### config.mk
export PLATFORM = sky130hd
export DESIGN_NAME = polygon_vertex_loader
export DESIGN_NICKNAME = d
export VERILOG_FILES = /design/src/rtl/poly_pkg.sv /design/src/rtl/polygon_vertex_loader.sv
export SDC_FILE = /design/constraint.sdc
export NUM_CORES = 1
export LEC_CHECK = 0
export CAP_MARGIN = 25
export CORE_MARGIN = 2
export CORE_UTILIZATION = 52
export DETAILED_ROUTE_END_ITERATION = 12
export GPL_TIMING_DRIVEN = 0
export HOLD_SLACK_MARGIN = 0.03
export PLACE_DENSITY = 0.83
export SLEW_MARGIN = 20
export SYNTH_ARGS = -nofsm -noshare
export SYNTH_HDL_FRONTEND = slang
export SYNTH_SLANG_ARGS = --single-unit
### constraint.sdc
create_clock -name clk_in -period 2.6 [get_ports clk_in]
set_input_delay 0.52 -clock clk_in [delete_from_list [all_inputs] [get_ports clk_in]]
set_output_delay 0.52 -clock clk_in [all_outputs]
set_load 0.02 [all_outputs]
### src/rtl/poly_pkg.sv
// Shared types for the polygon loader and the in-polygon winding test.
package poly_pkg;

    // Fewest vertices that still enclose an area.
    localparam int unsigned MIN_POLY_VERTICES = 3;

    // Default coordinate width, common to the loader and the winding test.
    localparam int unsigned COORD_WIDTH_DEF = 32;

    // Signed pixel coordinate.
    typedef logic signed [COORD_WIDTH_DEF-1:0] coord_t;

    // Loader FSM states.
    typedef enum logic [1:0] {
        IDLE    = 2'd0,
        COLLECT = 2'd1,
        PENDING = 2'd2
    } loader_state_e;

endpackage

### src/rtl/polygon_vertex_loader.sv
// Polygon vertex loader: collects vertices into a shadow buffer and commits
// them to a stable active set on frame_start_in. Unused active slots repeat
// the last real vertex, so they add zero-angle edges to the winding sum.
// Optional build macro: POLY_LOADER_STATS_EN adds commit and drop counters.
module polygon_vertex_loader
    import poly_pkg::*;
#(
    parameter int unsigned MAX_NUM_VERTICES = 4,
    parameter int unsigned COORD_WIDTH      = COORD_WIDTH_DEF
) (
    input  logic                                        clk_in,
    input  logic                                        rst_n_in,
    input  logic                                        vertex_valid_in,
    input  logic signed [COORD_WIDTH-1:0]               vertex_x_in,
    input  logic signed [COORD_WIDTH-1:0]               vertex_y_in,
    input  logic                                        vertex_last_in,
    output logic                                        vertex_ready_out,
    input  logic                                        frame_start_in,
    output logic [MAX_NUM_VERTICES*COORD_WIDTH-1:0]     xs_out,
    output logic [MAX_NUM_VERTICES*COORD_WIDTH-1:0]     ys_out,
    output logic [$clog2(MAX_NUM_VERTICES+1)-1:0]       num_vertices_out,
    output logic                                        polygon_valid_out,
    output logic                                        error_out
`ifdef POLY_LOADER_STATS_EN
    ,
    output logic [15:0]                                 commit_count_out,
    output logic [15:0]                                 drop_count_out
`endif
);

    localparam int unsigned CNT_W = $clog2(MAX_NUM_VERTICES + 1);
    localparam int unsigned ARR_W = MAX_NUM_VERTICES * COORD_WIDTH;

    loader_state_e state_q, state_d;

    logic [CNT_W-1:0]             count_q, count_d;
    logic                         ovf_q, ovf_d;
    logic signed [COORD_WIDTH-1:0] shx_q [MAX_NUM_VERTICES];
    logic signed [COORD_WIDTH-1:0] shy_q [MAX_NUM_VERTICES];
    logic signed [COORD_WIDTH-1:0] shx_d [MAX_NUM_VERTICES];
    logic signed [COORD_WIDTH-1:0] shy_d [MAX_NUM_VERTICES];

    logic [ARR_W-1:0] xs_q, xs_d;
    logic [ARR_W-1:0] ys_q, ys_d;
    logic [CNT_W-1:0] num_q, num_d;
    logic             valid_q, valid_d;
    logic             error_q, error_d;
    logic             commit_c;

    logic             accept_c;
    logic             full_c;
    logic signed [COORD_WIDTH-1:0] last_x_c, last_y_c;

    // Beats are taken whenever the shadow is not holding a finished polygon.
    assign vertex_ready_out = (state_q != PENDING);
    assign accept_c         = vertex_valid_in && vertex_ready_out;
    assign full_c           = (count_q == CNT_W'(MAX_NUM_VERTICES));

    // Last real vertex in the shadow, used to pad unused active slots.
    always_comb begin
        last_x_c = shx_q[0];
        last_y_c = shy_q[0];
        for (int i = 0; i < MAX_NUM_VERTICES; i++) begin
            if (CNT_W'(i + 1) == count_q) begin
                last_x_c = shx_q[i];
                last_y_c = shy_q[i];
            end
        end
    end

    // Next-state, shadow write, commit and error logic.
    always_comb begin
        state_d  = state_q;
        count_d  = count_q;
        ovf_d    = ovf_q;
        shx_d    = shx_q;
        shy_d    = shy_q;
        xs_d     = xs_q;
        ys_d     = ys_q;
        num_d    = num_q;
        valid_d  = valid_q;
        error_d  = 1'b0;
        commit_c = 1'b0;

        case (state_q)
            IDLE, COLLECT: begin
                if (accept_c) begin
                    if (!full_c) begin
                        for (int i = 0; i < MAX_NUM_VERTICES; i++) begin
                            if (CNT_W'(i) == count_q) begin
                                shx_d[i] = vertex_x_in;
                                shy_d[i] = vertex_y_in;
                            end
                        end
                        count_d = count_q + CNT_W'(1);
                    end else begin
                        ovf_d = 1'b1;
                    end

                    if (vertex_last_in) begin
                        if (count_q < CNT_W'(MIN_POLY_VERTICES - 1)) begin
                            // Too few vertices: discard, active set untouched.
                            error_d = 1'b1;
                            state_d = IDLE;
                            count_d = '0;
                            ovf_d   = 1'b0;
                        end else begin
                            // Truncated if any beat (including this one) was dropped.
                            error_d = ovf_q || full_c;
                            state_d = PENDING;
                        end
                    end else begin
                        state_d = COLLECT;
                    end
                end
            end

            PENDING: begin
                if (frame_start_in) begin
                    commit_c = 1'b1;
                    for (int i = 0; i < MAX_NUM_VERTICES; i++) begin
                        if (CNT_W'(i) < count_q) begin
                            xs_d[i*COORD_WIDTH +: COORD_WIDTH] = shx_q[i];
                            ys_d[i*COORD_WIDTH +: COORD_WIDTH] = shy_q[i];
                        end else begin
                            xs_d[i*COORD_WIDTH +: COORD_WIDTH] = last_x_c;
                            ys_d[i*COORD_WIDTH +: COORD_WIDTH] = last_y_c;
                        end
                    end
                    num_d   = count_q;
                    valid_d = 1'b1;
                    state_d = IDLE;
                    count_d = '0;
                    ovf_d   = 1'b0;
                end
            end

            default: begin
                state_d = IDLE;
                count_d = '0;
                ovf_d   = 1'b0;
            end
        endcase
    end

    // State, shadow and active-set registers.
    always_ff @(posedge clk_in or negedge rst_n_in) begin
        if (!rst_n_in) begin
            state_q <= IDLE;
            count_q <= '0;
            ovf_q   <= 1'b0;
            for (int i = 0; i < MAX_NUM_VERTICES; i++) begin
                shx_q[i] <= '0;
                shy_q[i] <= '0;
            end
            xs_q    <= '0;
            ys_q    <= '0;
            num_q   <= '0;
            valid_q <= 1'b0;
            error_q <= 1'b0;
        end else begin
            state_q <= state_d;
            count_q <= count_d;
            ovf_q   <= ovf_d;
            shx_q   <= shx_d;
            shy_q   <= shy_d;
            xs_q    <= xs_d;
            ys_q    <= ys_d;
            num_q   <= num_d;
            valid_q <= valid_d;
            error_q <= error_d;
        end
    end

    assign xs_out            = xs_q;
    assign ys_out            = ys_q;
    assign num_vertices_out  = num_q;
    assign polygon_valid_out = valid_q;
    assign error_out         = error_q;

`ifdef POLY_LOADER_STATS_EN
    logic [15:0] commit_cnt_q, commit_cnt_d;
    logic [15:0] drop_cnt_q, drop_cnt_d;

    // Saturating commit and drop counters.
    always_comb begin
        commit_cnt_d = commit_cnt_q;
        drop_cnt_d   = drop_cnt_q;
        if (commit_c && (commit_cnt_q != 16'hFFFF)) begin
            commit_cnt_d = commit_cnt_q + 16'd1;
        end
        if (error_d && (drop_cnt_q != 16'hFFFF)) begin
            drop_cnt_d = drop_cnt_q + 16'd1;
        end
    end

    // Counter registers.
    always_ff @(posedge clk_in or negedge rst_n_in) begin
        if (!rst_n_in) begin
            commit_cnt_q <= '0;
            drop_cnt_q   <= '0;
        end else begin
            commit_cnt_q <= commit_cnt_d;
            drop_cnt_q   <= drop_cnt_d;
        end
    end

    assign commit_count_out = commit_cnt_q;
    assign drop_count_out   = drop_cnt_q;
`endif

endmodule

[Word-level counts from Yosys, hierarchy flattened]
Index checks and enable logic that the tools add are counted.
Word-level totals
  bits of input ports: 69
  word-level logic and storage cells: 79
  register bits after elaboration: 523
  output and inout port bits: 262
Cells by class
  add/sub/neg operators: 1
  reduce and logical (&&, ||, !) cells: 11
  equal/unequal tests: 10
  order comparisons: 5
  bitwise logic cells: 1
  multiplexer cells: 35
Operator list (number)
  two-way mux 32 bit: 14
  AND reduction 4 bit: 4
  two-way mux 3 bit: 5
  two-way mux 1 bit: 9
  two-way mux 2 bit: 4
  equality test 2 x 3 -> 1 bit (first input constant): 2
  less-than comparator 1 x 3 -> 1 bit (first input constant): 2
  less-than comparator 2 x 3 -> 1 bit (first input constant): 2
  != test 2 bit (second input constant): 3
  case mux 3 bit (2 select lines): 1
  case mux 2 bit (2 select lines): 1
  AND reduction 2 bit: 2
  adder 3 x 1 -> 3 bit (second input constant): 1
  equality test 1 x 3 -> 1 bit (first input constant): 1
  equality test 3 bit (first input constant): 1
  equality test 3 bit (second input constant): 1
  logical NOT 3 bit: 1
  less-than comparator 3 x 2 -> 1 bit (second input constant): 1
  equality test 2 x 1 -> 1 bit (second input constant): 1
  equality test 2 bit (second input constant): 1
  logical NOT 2 bit: 1
  case mux 1 bit (2 select lines): 1
  OR reduction 2 bit: 1
  logical AND 1 bit: 1
  2 further kinds: 2

[Longest topological paths before layout]
Gate-level depths: netlist (run 1).
  depth after elaboration: 6
  gate-level depth with buffers: 10

[Worst setup path after synthesis (run 1)]
No wires, ideal clock.
  path type: reg2reg
  from: reg count_q[0]
  to: reg xs_q[58], in the netlist xs_out[58]
  library setup time: 133 ps
  required time: 2467 ps
  clock period less this slack: 2145 ps
  arrival: 2012 ps
  setup slack: 455 ps
  cell stages (with the launch flop): 11
  buffers on the path: 5
  path through: dfrtp_1 buf_2 buf_2 inv_1 ha_1 buf_2 nor3_1 buf_2 buf_2 mux2i_1 o21ai_0
On the way
  longest elaborated chain between the ends: 5
  elaborated cells on any way between the ends: 8
RTL lines
  start, declared: RTL line polygon_vertex_loader.sv:36  | logic [CNT_W-1:0] count_q, count_d;
  start signal, assigned: RTL line polygon_vertex_loader.sv:163  | count_q <= count_d;
  equality test 2 x 3 -> 1 bit: RTL line polygon_vertex_loader.sv:64  | if (CNT_W'(i + 1) == count_q) begin
  two-way mux 32 bit (3 in a row): RTL line polygon_vertex_loader.sv:64
  two-way mux 32 bit (*): RTL line polygon_vertex_loader.sv:122  | if (CNT_W'(i) < count_q) begin
  end signal, assigned: RTL line polygon_vertex_loader.sv:167  | xs_q <= xs_d;
  end, declared: RTL line polygon_vertex_loader.sv:43  | logic [ARR_W-1:0] xs_q, xs_d;
Every way passes the cells marked *; elsewhere a longest branch is shown, timed or not.
A chain may end at the register's enable or synchronous reset.

[Worst setup path after layout (run 1)]
  from: reg count_q[0]
  to: reg xs_q[17], in the netlist xs_out[17]
The elaborated chain is that of the path after synthesis.

==> impl_metrics.toml, run 1 <==
[worst_setup_path]
cp-start-kind = "flop"
worstPathCellList = "buf_6, buf_6, inv_1, ha_1, nor4b_4, buf_6, buf_6, mux2i_1, o21ai_1"
cpMostUsedCell = "buf_6"
worstSetupEndpointType = "flop"
critPathMaxStageDelay_ns = 0.41
cpMaxStageDelayCell = "nor4b_4"
crit-reg2reg-launch = "count_q[0]"
cp_max_fo = 10
r2r_slack_ns = 0.02
critPathTopFamily = "buffers and inverters"
arrival_ns = 3.05
required_ns = 3.06
path_class = "flop to flop"
critPathBufInv = 5
r2r_cells = 9
reg2reg_to = "xs_out[17]"

[pwr]
peakVddDrop_v = 0.000854
p_per_area_nw_per_um2 = 1400
p_leak_uw = 0.0127
switchingPower_uw = 15900
p_clk_share_pct = 18.7
swShare_pct = 39.2
internal-power_uw = 24600
comb_power_share_pct = 43.5
seqPwrFrac_pct = 37.8

[synth]
synth_top_area_share_pct = 57.0
synth_edf_count = 0
ys_seq_area_share_pct = 57.0
netlist_instances = 1978
synth.net_count = 2051
synthArstFlopShare_pct = 100
syn_area_per_cell_sq_um = 11.6
synthTopCellsByArea = "dfrtp_1 57%, mux2_2 12%, mux2i_1 5.1%"
ys_warn_count = 0
ys_ff_latch = 523
yosysMostFrequentCell = "dfrtp_1"
yosysUniqueCellTypes = 47
synth_top_cell_by_area = "dfrtp_1"
ys.flop_type = "dfrtp_1"
yosys-top-cells-count = "523 x dfrtp_1, 260 x nand2_1, 241 x mux2_2"
syn_area_sq_um = 23000

[timing]
finalCriticalPeriod_ns = 2.58
postLayoutSetupSlackWorst_ns = 0.0176
worst_slew_pin_slew_ns = 0.808
slew_headroom_pct = 46.2
hold_violations = 0
skew_ns = 0.0211
rsz0062_at_grt = "no"
clock.fmax_ghz = 0.387
slew_viol_final = 0
setup_violations = 0
fin_crit_sh_pct = 99.3
fin_setup_tns_ns = 0

[global_routing]
overflow = 0
grt_pass1_vias = 18800
grt_pass1_wl_um = 113000
grt_start_max_net_pins = 109
track_usage_pct = 32.1
antenna_found_initial = 9

[outcome]
status = "finished clean"

[detailed_routing]
wl_per_cell_um = 24.9
dr.pass1.iters = 6
routed_wl_um = 74800
ant_nets = 0
drtIter0Drc = 1909
dr_total_vias = 18300
drc_errors = 0
vias_per_cell = 6.10

[finish]
drive_gt1_share_pct = 18.3
postLayoutCellArea_sq_um = 29000
nFillCells = 3294
layout.nets = 2448
regArea_sq_um = 13100
final_util_pct = 66.1
multi_input_area_sq_um = 9030
syn_to_final_growth_pct = 26.4

[floorplanning]
start_util_pct = 52.3
dieArea_sq_um = 45900
pin_count = 331
die_x_um = 214
core_sq_um = 43900
die-height_um = 214
num_rows = 77

[place]
pre_cts_slack_ns = -0.453
postPlaceCellArea_sq_um = 27200
place_congestion = 0.904
io_buffers = 330
dp_hpwl_um = 51400

[clock_tree]
cts.sinks = 523
max-clock-path-buffers = 3
insertion_delay_ns = 0.60
cts_buffers = 53
h-tree-depth = 2
cts_tree = "done"
clock-root-buffer = "clkbuf_16"
clkTransAtPathRegs_ns = 0.06

[worst_hold_path]
holdCritPathClass = "input pin to asynchronous set/reset pin"

[job]
drv_cap = 0
-- state kept, by name, summed over array words and instances (netlist names) --
name and flops:
shx_q 128, xs_out 128, polygon_valid_out 1, ovf_q 1, count_q 3, state_q 2
num_vertices_out 3, ys_out 128, shy_q 128, error_out 1
-- power by group through the flow --
stage	logic, uW	registers [uW]	clock network, uW
after global placement	16600	15100	0
final	17600	15300	7590
after detailed placement	17200	15200	0
after floorplan	7970	16600	0
after global routing	18700	15700	7970
after CTS	17400	15200	7640
-- per-stage QoR --
step | power (uW) | cells | hold slack (ns)
CTS | 40200 | 3003 | 0.445
floorplan | 24500 | 1978 | 0.224
finish | 40500 | 3010 | 0.453
global route | 42300 | 3008 | 0.490
detailed placement | 32400 | 2905 | 0.462
global placement | 31700 | 2900 | 0.457
-- worst register-to-register path, stage by stage (launching register included) --
cell	delay [ns]
dfrtp_1	0.40
buf_6	0.15
buf_6	0.15
inv_1	0.16
ha_1	0.25
nor4b_4	0.41
buf_6	0.28
buf_6	0.23
mux2i_1	0.32
o21ai_1	0.10
-- worst max path at each step --
stage	slack (ns)	cells after the start	start	endpoint
final	0.02	9	count_q[0]	xs_out[17]
after global placement	-21.07	1	rst_n_in	xs_out[16]
after detailed placement	-0.45	7	frame_start_in	xs_out[28]
after CTS	-0.02	9	count_q[0]	shx_q[79]
after floorplan	0.45	10	count_q[0]	xs_out[58]
after global routing	0.0008	8	count_q[2]	shy_q[87]
-- layout by cell type (no fill, tap or decap), types with 15 or more instances in the layout --
cell / count
nor2_1: 126
clkbuf_8: 16
a211oi_1: 62
nor3_1: 66
dfrtp_1: 523
buf_2: 29
buf_4: 24
mux2i_1: 113
o31ai_1: 61
o21ai_1: 31
clkbuf_1: 69
clkbuf_2: 24
clkbuf_16: 55
mux2_2: 241
o41ai_1: 57
clkdlybuf4s50_1: 329
and2_1: 58
mux2_1: 15
nand2_1: 260
o21ai_0: 109
buf_6: 25
-- layout make-up --
cell class / instances / share of cell area [%]
Clock buffer: 85 / 5.68
Sequential cell: 523 / 45.1
Timing Repair Buffer: 342 / 12.1
Antenna cell: 6 / 0.0517
Tap cell: 592 / 2.55
Buffer: 155 / 3.20
Inverter: 6 / 0.0775
Multi-Input combinational cell: 1294 / 31.1
Clock inverter: 7 / 0.220
-- per-layer routing --
metal  track usage (%)  up-vias  wire, um
met5                 0        -        56
met4              13.3        8      3050
met3              8.85      198      7260
met2              50.5     1001     34700
met1              42.2     9284     29700
li1                  -     7855         -
-- logic make-up (layout without fill, tap and decap cells) --
logic type,Yosys count,after routing,share of synthesized area (%)
fa+ha+maj,4,4,0.218
other cells,0,6,0
buf+inv,161,595,3.76
flops,523,523,57.0
compound gates,363,363,10.6
mux,372,372,17.6
simple gates,555,555,10.8
-- what timing repair did --
item,in CTS,in global routing
pin swaps,1,1
gates resized for setup,23,41
setup endpoints to repair,328,170
hold buffers,1,0
hold endpoints to repair,58,0
buffers inserted,5,1
cloned,0,0
(Power assumes the default switching activity.)
==> run 2: changes to the inputs <==
--- a/config.mk
+++ b/config.mk
@@ -14,3 +14,3 @@
 export PLACE_DENSITY = 0.83
-export SLEW_MARGIN = 20
+export SLEW_MARGIN = 0
 export SYNTH_ARGS = -nofsm -noshare
==> constraint.sdc (replaced) <==
create_clock -name clk_in -period 2.6 [get_ports clk_in]
set_input_delay 0.26 -clock clk_in [delete_from_list [all_inputs] [get_ports clk_in]]
set_output_delay 0.26 -clock clk_in [all_outputs]
set_load 0.02 [all_outputs]
==> impl_metrics.toml, run 2 (synthesis gave the netlist of run 1 again) <==
[outcome]
status = "finished clean"

[clock_tree]
cts_tree = "done"
cts_buffers = 52
insertion_delay_ns = 0.61
clock-root-buffer = "clkbuf_16"
cts.sinks = 523
clkTransAtPathRegs_ns = 0.06
max-clock-path-buffers = 3
h-tree-depth = 2

[detailed_routing]
drtIter0Drc = 2167
ant_nets = 0
drc_errors = 0
routed_wl_um = 74700
dr.pass1.iters = 5
dr_total_vias = 18400
wl_per_cell_um = 24.8
vias_per_cell = 6.12

[timing]
fin_crit_sh_pct = 99.0
hold_violations = 0
slew_viol_final = 0
finalCriticalPeriod_ns = 2.57
worst_slew_pin_slew_ns = 0.820
fin_setup_tns_ns = 0
hold_ws_ns = 0.194
setup_violations = 0
slew_headroom_pct = 45.3
skew_ns = 0.0204
clock.fmax_ghz = 0.389

[place]
postPlaceCellArea_sq_um = 27100
dp.cells = 2904
place_congestion = 0.904
io_buffers = 330
dp_hpwl_um = 51400

[worst_hold_path]
holdCritPathClass = "input pin to asynchronous set/reset pin"

[floorplanning]
start_util_pct = 52.3
core_sq_um = 43900
die-height_um = 214
dieArea_sq_um = 45900
die_x_um = 214
pin_count = 331
num_rows = 77

[global_routing]
use_met2_pct = 50.6
track_usage_pct = 32.1
grt_start_max_net_pins = 130
grt_pass1_wl_um = 113000
grt_use_met3_pct = 7.94
use_met1_pct = 42.7
grt_pass1_vias = 18900
antenna_found_initial = 9
grt_busiest_layer = "met2"
overflow = 0

[worst_setup_path]
path_class = "flop to flop"
required_ns = 3.07
arrival_ns = 3.04
cp_max_fo = 10
worstSetupEndpointType = "flop"
cp-start-kind = "flop"

[finish]
drive_gt1_share_pct = 18.2
syn_to_final_growth_pct = 26.7
layout.cells.non_filler = 3012
postLayoutCellArea_sq_um = 29100
nFillCells = 3369
final_common_cell = "dfrtp_1"
layout_common_cells = "523 x dfrtp_1, 329 x clkdlybuf4s50_1, 260 x nand2_1"
layout.nets = 2447

[pwr]
peakVddDrop_v = 0.000767
p_leak_uw = 0.0127
p_per_area_nw_per_um2 = 1400

[job]
drv_cap = 0
==> run 2: cell types whose count changed in the layout (fill, tap and decap cells not counted), sizes merged <==
cell,delta
diode,+1
bufinv,+6
clkinvlp,+2
clkinv,+7
clkbuf,-14
==> run 2: per-stage QoR <==
| step | util (%) | setup WS (ns) | power (uW) |
|---|---|---|---|
| finish | 66.3 | 0.0264 | 40900 |
| global placement | 61.5 | -20.81 | 31700 |
| CTS | 66.0 | 0.00447 | 40500 |
| floorplan | - | 0.455 | 24500 |
| global route | 66.2 | -0.0159 | 42700 |
| detailed placement | 61.8 | -0.457 | 32400 |
==> run 2: layout make-up <==
cell class                      instances  area (sq um)  share of cell area (%)
Antenna cell                            7          17.5                  0.0602
Buffer                                155           931                    3.20
Clock buffer                           71          1480                    5.09
Clock inverter                         22           305                    1.05
Inverter                                6          22.5                  0.0774
Multi-Input combinational cell       1294          9040                    31.0
Sequential cell                       523         13100                    45.0
Tap cell                              592           741                    2.54
Timing Repair Buffer                  342          3480                    12.0
==> run 2: report_power, final <==
part | internal, uW | total (uW) | switching, uW | leakage [uW]
sequential | 12100 | 15300 | 3230 | 0.00648
clock | 4680 | 7950 | 3270 | 0.000883
combinational | 8160 | 17600 | 9460 | 0.00532
total | 24900 | 40900 | 16000 | 0.0127
==> run 2: path summary, 6_finish.rpt <==
path,start,endpoint,slack (ns),cells after the start
min,rst_n_in,ys_out[47],0.19,2
min in group clk_in,frame_start_in,state_q[1],0.34,2
max in group asynchronous,rst_n_in,shx_q[47],0.77,4
min reg2reg,polygon_valid_out,polygon_valid_out,0.47,1
max reg2reg,state_q[1],xs_out[125],0.03,6
max,state_q[1],xs_out[125],0.03,6
==> run 2: repair_timing <==
item,CTS,global route
endpoints found under the setup margin,331,144
setup buffers,4,3
hold buffers,1,0
endpoints found under the hold margin,60,0
pin swaps,1,0
resized for setup,17,31
==> run 2: worst max-delay path, stage by stage, from the launching register on <==
cell,delay [ns]
dfrtp_1,0.45
nand3b_2,0.31
buf_2,0.39
buf_2,0.45
clkbuf_1,0.51
nand2_1,0.19
o41ai_1,0.11
==> run 2: metal layers <==
layer / wire [um] / part of all wire, %
met5: 37 / 0.050
met4: 2980 / 4.0
met3: 7000 / 9.4
met2: 34700 / 46
met1: 30000 / 40
